File: src/rtl/decrypt_message.sv
// RC4 keystream generator (PRGA) and decryption stage: walks the scrambled S RAM, XORs each
// keystream byte with the encrypted ROM and writes the plaintext RAM. Optional: DECRYPT_ASCII_CHECK_EN.
module decrypt_message #(
    parameter int MSG_LEN = 32,
    localparam int AW = (MSG_LEN > 1) ? $clog2(MSG_LEN) : 1
) (
    input  logic          clk,
    input  logic          reset,
    input  logic          start_decrypt,
    input  logic [7:0]    s_q,
    input  logic [7:0]    rom_q,
    output logic [7:0]    s_address,
    output logic [7:0]    s_data,
    output logic          s_wren,
    output logic [AW-1:0] rom_address,
    output logic [AW-1:0] dec_address,
    output logic [7:0]    dec_data,
    output logic          dec_wren,
    output logic          done_decrypt,
    output logic          key_invalid
);

    typedef enum logic [3:0] {
        S_IDLE,
        S_INC_I,
        S_WAIT_I,
        S_READ_I,
        S_ADDR_J,
        S_WAIT_J,
        S_READ_J,
        S_WRITE_J,
        S_WRITE_I,
        S_ADDR_F,
        S_WAIT_F,
        S_READ_F,
        S_NEXT_K,
        S_DONE
    } state_t;

    localparam logic [AW-1:0] LAST_K = AW'(MSG_LEN - 1);

    state_t        state, state_next;
    logic [7:0]    i, i_next;
    logic [7:0]    j, j_next;
    logic [AW-1:0] k, k_next;
    logic [7:0]    temp_i, temp_i_next;
    logic [7:0]    temp_j, temp_j_next;
    logic [7:0]    f, f_next;
    logic [7:0]    s_addr_r, s_addr_next;
    logic [AW-1:0] rom_addr_r, rom_addr_next;
    logic          key_bad_r, key_bad_next;

`ifdef DECRYPT_ASCII_CHECK_EN
    // Plaintext is expected to be lowercase letters and spaces only.
    function automatic logic is_plain(input logic [7:0] b);
        return ((b >= 8'h61) && (b <= 8'h7A)) || (b == 8'h20);
    endfunction
`endif

    always_comb begin
        // NOTE: every signal driven here gets a default first so no path can infer a latch.
        state_next    = state;
        i_next        = i;
        j_next        = j;
        k_next        = k;
        temp_i_next   = temp_i;
        temp_j_next   = temp_j;
        f_next        = f;
        s_addr_next   = s_addr_r;
        rom_addr_next = rom_addr_r;
        key_bad_next  = key_bad_r;

        s_address     = s_addr_r;
        s_data        = 8'h00;
        s_wren        = 1'b0;
        dec_address   = '0;
        dec_data      = 8'h00;
        dec_wren      = 1'b0;
        done_decrypt  = 1'b0;

        unique case (state)
            S_IDLE: begin
                if (start_decrypt) begin
                    i_next       = 8'h00;
                    j_next       = 8'h00;
                    k_next       = '0;
                    key_bad_next = 1'b0;
                    state_next   = S_INC_I;
                end
            end
            S_INC_I: begin
                i_next      = i + 8'd1;
                s_addr_next = i + 8'd1;
                state_next  = S_WAIT_I;
            end
            S_WAIT_I: state_next = S_READ_I;
            S_READ_I: begin
                temp_i_next = s_q;
                j_next      = j + s_q;
                state_next  = S_ADDR_J;
            end
            S_ADDR_J: begin
                s_addr_next = j;
                state_next  = S_WAIT_J;
            end
            S_WAIT_J: state_next = S_READ_J;
            S_READ_J: begin
                temp_j_next = s_q;
                state_next  = S_WRITE_J;
            end
            // When i == j both writes store the same byte, leaving S unchanged there.
            S_WRITE_J: begin
                s_address  = j;
                s_data     = temp_i;
                s_wren     = 1'b1;
                state_next = S_WRITE_I;
            end
            S_WRITE_I: begin
                s_address  = i;
                s_data     = temp_j;
                s_wren     = 1'b1;
                state_next = S_ADDR_F;
            end
            S_ADDR_F: begin
                s_addr_next   = temp_i + temp_j;
                rom_addr_next = k;
                state_next    = S_WAIT_F;
            end
            S_WAIT_F: state_next = S_READ_F;
            S_READ_F: begin
                f_next     = s_q ^ rom_q;
                state_next = S_NEXT_K;
            end
            S_NEXT_K: begin
                dec_address = k;
                dec_data    = f;
                dec_wren    = 1'b1;
`ifdef DECRYPT_ASCII_CHECK_EN
                if (!is_plain(f)) begin
                    key_bad_next = 1'b1;
                    state_next   = S_DONE;
                end else
`endif
                if (k == LAST_K) begin
                    state_next = S_DONE;
                end else begin
                    k_next     = k + 1'b1;
                    state_next = S_INC_I;
                end
            end
            S_DONE: begin
                done_decrypt = 1'b1;
                state_next   = S_IDLE;
            end
            default: state_next = S_IDLE;
        endcase
    end

    // NOTE: sequential state is updated with non-blocking assignments only, so every register
    // samples the values from before the edge regardless of statement order.
    always_ff @(posedge clk) begin
        if (reset) begin
            state      <= S_IDLE;
            i          <= 8'h00;
            j          <= 8'h00;
            k          <= '0;
            temp_i     <= 8'h00;
            temp_j     <= 8'h00;
            f          <= 8'h00;
            s_addr_r   <= 8'h00;
            rom_addr_r <= '0;
            key_bad_r  <= 1'b0;
        end else begin
            state      <= state_next;
            i          <= i_next;
            j          <= j_next;
            k          <= k_next;
            temp_i     <= temp_i_next;
            temp_j     <= temp_j_next;
            f          <= f_next;
            s_addr_r   <= s_addr_next;
            rom_addr_r <= rom_addr_next;
            key_bad_r  <= key_bad_next;
        end
    end

    assign rom_address = rom_addr_r;

`ifdef DECRYPT_ASCII_CHECK_EN
    assign key_invalid = key_bad_r;
`else
    assign key_invalid = 1'b0;
`endif

endmodule

File: config.mk
export PLATFORM = sky130hd
export DESIGN_NAME = decrypt_message
export DESIGN_NICKNAME = d
export VERILOG_FILES = /design/src/rtl/decrypt_message.sv
export SDC_FILE = /design/constraint.sdc
export NUM_CORES = 1
export LEC_CHECK = 0
export CAP_MARGIN = 10
export CORE_UTILIZATION = 64
export DETAILED_ROUTE_END_ITERATION = 16
export DONT_BUFFER_PORTS = 1
export GPL_TIMING_DRIVEN = 0
export PLACE_DENSITY_LB_ADDON = 0.3
export SKIP_LAST_GASP = 1
export SYNTH_ARGS = -nofsm -noshare
export SYNTH_HDL_FRONTEND = slang
export SYNTH_SLANG_ARGS = --single-unit
export TNS_END_PERCENT = 50
File: constraint.sdc
create_clock -name clk -period 1.95 [get_ports clk]
set_input_delay 0.0975 -clock clk [delete_from_list [all_inputs] [get_ports clk]]
set_output_delay 0.0975 -clock clk [all_outputs]
set_load 0.02 [all_outputs]
* After elaboration in Yosys (flattened, before gate mapping)
Cells that the tools add are included.
Word-level totals: output and inout port bits 38, input bits 19, bits in registers 62
Operators by class: multiplexer cells 17, bitwise logic cells 1, equality and inequality tests 16, add/sub/neg operators 4, reductions and logical operators 9
Operators with widths (count):
- case mux 8 bit (2 select lines) | 4
- case mux 4 bit (13 select lines) | 1
- equality test 4 bit (second input constant) | 6
- case mux 8 bit (3 select lines) | 1
- adder 8 bit | 2
- equality test 4 x 3 -> 1 bit (second input constant) | 4
- two-way mux 8 bit | 2
- two-way mux 5 bit | 3
- case mux 5 bit (2 select lines) | 1
- adder 8 x 1 -> 8 bit (second input constant) | 1
- equality test 4 x 2 -> 1 bit (second input constant) | 2
- two-way mux 4 bit | 2
- XOR 8 bit | 1
- nonzero test 2 bit | 3
- adder 5 x 1 -> 5 bit (second input constant) | 1
- equality test 5 bit (second input constant) | 1
- equality test 4 x 1 -> 1 bit (second input constant) | 1
- zero test 4 bit | 1
- != test 2 bit (second input constant) | 2
- AND reduction 2 bit | 2
- two-way mux 1 bit | 3
- AND reduction 3 bit | 1
- nonzero test 3 bit | 1
- OR reduction 2 bit | 1

* Depth between registers and ports, before layout
word-level depth 3, depth in mapped cells 9

* Least setup slack after synthesis
OpenSTA, ideal clock, no wires.
kind register to register, start point register temp_i[0], end point register s_addr_r[4], path slack 0.155 ns, required time 1.820 ns, arrival 1.665 ns, setup time 0.130 ns, cell stages (with the launch flop) 8, cells stage by stage dfxtp_1 ha_1 fa_1 a21o_1 a211oi_1 nor2_1 a221oi_1 nor3_1
On the way: word-level cells in the longest chain between the ends 2
Ends and longest elaborated chain:
- start, declared | RTL line 46 | logic [7:0] temp_i, temp_i_next;
- start signal, assigned | RTL line 178 | temp_i <= temp_i_next;
- adder 8 bit | RTL line 125 | s_addr_next = temp_i + temp_j;
- case mux 8 bit (3 select lines) | RTL line 81 | unique case (state)
- end signal, assigned | RTL line 181 | s_addr_r <= s_addr_next;
- end, declared | RTL line 49 | logic [7:0] s_addr_r, s_addr_next;
Every way passes these cells. A chain may end at the register's enable or synchronous reset.

* Final worst setup path
start point register j[0], end point register j[6]
On the way: word-level cells in the longest chain between the ends 2
Ends and longest elaborated chain:
- start, declared | RTL line 44 | logic [7:0] j, j_next;
- start signal, assigned | RTL line 176 | j <= j_next;
- adder 8 bit | RTL line 99 | j_next = j + s_q;
- case mux 8 bit (2 select lines) | RTL line 81
Every way passes these cells.

==> impl_metrics.csv <==
group,metric,value,unit
worst_hold_path,hp-class,"input pin to flip-flop",
floorplanning,core_area,5574,um2
worst_hold_path,hp-start,"s_q[0]",
sta,min_period,1.977,ns
clock_network,htreeDepth,3,
synthesis,async_flop_share,0,
clock_network,cts_tree,"done",
clock_network,cts_root_buffer,"clkbuf_8",
final_layout,area_delta_synth_final,18.58,%
synthesis,synthesis.nets,487,
floorplanning,ioPinCount,57,
final_layout,antenna_cells,0,
synthesis,netlist_area,3725,um2
synthesis,ys.flop_type,"dfxtp_1",
clock_network,clock_path_buffers,2,
placed_design,port_buffers,0,
route,first_pass_iters,5,
floorplanning,dieArea,6129,um2
final_layout,layout-drive-gt1-share,0.1745,
synthesis,postSynthCellCount,449,
route,drt_wl_total,11.59,mm
clock_network,clock-sinks,62,
sta,final_max_slew_viol_count,0,
synthesis,ys.warnings.count,0,
status,status,"complete, but fails checks",
placed_design,placed_area,3815,um2
sta,final.setup.worst_slack,-0.02680,ns
pwr,total_leakage_power,1.710,nW
critical_path,ff2ff_setup_slack,-0.03,ns
critical_path,reg2reg_from,"j[0]",
synthesis,synth_edf_count,0,
pwr,powerDensity,674.3,nW/um2
global_routing,use_met2,0.6167,
synthesis,ys_seq_elements,62,
route,drt_iter0_drc,594,
sta,grt_setup_unrepaired,"true",
critical_path,critPathKind,"flip-flop to flip-flop",
final_layout,nNetsFinal,520,
placed_design,gp_congestion,0.9083,
pwr,finalPower,2.978,mW
pwr,vdd_drop_max,0.5765,mV
sta,clock_skew,0.006223,ns
global_routing,grt_overflow,0,
critical_path,setup.worst_path.end_class,"flip-flop",
global_routing,antenna_found_initial,0,
sta,tns,-0.02680,ns
sta,setup_violations,1,
route,drc_errors,0,
final_layout,layout_common_cells,"57 x dfxtp_1, 53 x nor2_1, 39 x nand2_1",
final_layout,num-fill-cells,365,
global_routing,globalRoute.busiestLayer,"met2",
critical_path,crit_required,2.19,ns
synthesis,syn_avg_cell_area,8.296,um2
route,vias_per_cell,6.753,
floorplanning,die_w,78.29,um
floorplanning,start_util,0.6682,
final_layout,final_cell_area,4417,um2
clock_network,numCtsBuffers,9,
critical_path,startpoint_type,"flip-flop",
sta,min_period_over_period,1.014,
route,antenna_left,0,
global_routing,grt.total_usage,0.3822,
final_layout,multi_input_area,2496,um2
critical_path,path_max_fanout,4,
global_routing,grt_use_met1,0.4763,
global_routing,grt_util_met3,0.1047,
sta,hold_viol_final,0,
sta,slew_headroom,0.5565,
global_routing,grt_max_degree,14,
placed_design,dp_hpwl,7.198,mm
floorplanning,rows,27,
final_layout,final_common_cell,"dfxtp_1",
clock_network,clk_latency,0.35,ns
placed_design,preCtsSetupSlack,-0.1652,ns
global_routing,grt_pass1_vias,3468,
route,routedWlPerCell,20.74,um
critical_path,cp-startpoint,"j[0]",
final_layout,seqCellArea,1250,um2
global_routing,grt_pass1_wl,17.60,mm
status,violations,"setup timing",
clock_network,clk_transition_reported_paths,0.08,ns
final_layout,final_util,0.7924,
synthesis,yosysSeqAreaShare,0.3332,
synthesis,synth_cell_types,56,
sta,max_freq,505.9,MHz
sta,tightest_slew,0.6652,ns
job,maxCapViolations,0,
floorplanning,die_y,78.29,um
route,vias,3775,
critical_path,arrival,2.22,ns
[worst max-delay path: stages, from the launching register on]
cell,delay [ns]
dfxtp_1,0.35
ha_1,0.25
fa_2,0.41
a211oi_2,0.32
o21bai_1,0.12
a21oi_1,0.23
or4_1,0.15
nand3_1,0.06
[report_power, final]
part	internal, mW	switching [mW]
Clock	0.475	0.580
Sequential	1.32	0.0539
Combinational	0.206	0.347
Total	2.00	0.981
[routing by layer]
layer	share of wire	up-vias
met2	0.47	235
met3	0.099	55
li1	-	1677
met5	0	-
met4	0.033	0
met1	0.40	1808
[registers in the layout, summed over array words and instances, names as in the netlist]
signal / flops
temp_j: 8
temp_i: 8
s_addr_r: 8
i: 8
state: 4
f: 8
k: 5
j: 8
rom_address: 5
[path summary, 6_finish.rpt]
check,endpoint,depth (start not counted)
setup / recovery,j[6],7
hold / removal,j[0],3
setup reg to reg,j[6],7
hold reg to reg,temp_i[2],2
[kinds of logic after synthesis]
family | after synthesis | synth area share
buf+inv | 32 | 0.03897
simple gates | 179 | 0.2459
mux | 17 | 0.04602
other cells | 1 | 0.001007
compound gates | 116 | 0.2130
fa+ha+maj | 19 | 0.06785
flops | 62 | 0.3332
xor+xnor | 23 | 0.05408
[layout make-up]
cell class	instances	area share
multi-input cells	355	0.5652
flip-flops and latches	62	0.2830
repair buffers	23	0.05184
plain buffers	26	0.03399
clock buffers	9	0.02805
well taps	72	0.02040
clock inverters	7	0.01331
inverters	5	0.004249
[metrics by stage]
stage,hold slack [ns],std cells
CTS,0.03837,559
detailed placement,0.2424,521
finish,0.03415,559
floorplan,0.2335,449
global route,0.07849,559
global placement,0.2357,521
[synthesized netlist by cell type (all sizes together), types with 10 or more instances]
master | instances | area, um2
o21ai | 13 | 65.06
a211oi | 21 | 157.7
dfxtp | 62 | 1241
clkbuf | 10 | 37.54
nor2 | 56 | 212.7
xnor2 | 15 | 131.4
a22oi | 13 | 97.59
and2 | 16 | 100.1
a21oi | 31 | 166.4
mux2i | 16 | 160.2
nand2 | 47 | 176.4
buf | 17 | 88.83
nand3 | 16 | 80.08
ha | 17 | 212.7
[what timing repair did]
item | CTS | global route
endpoints found under the setup margin | 29 | 32
hold endpoints to repair | 26 | 0
setup buffers | 5 | 0
gates cloned | 1 | 0
resized for setup | 37 | 22
hold buffers | 17 | 0
pin swaps | 3 | 2
(Power assumes the default switching activity.)
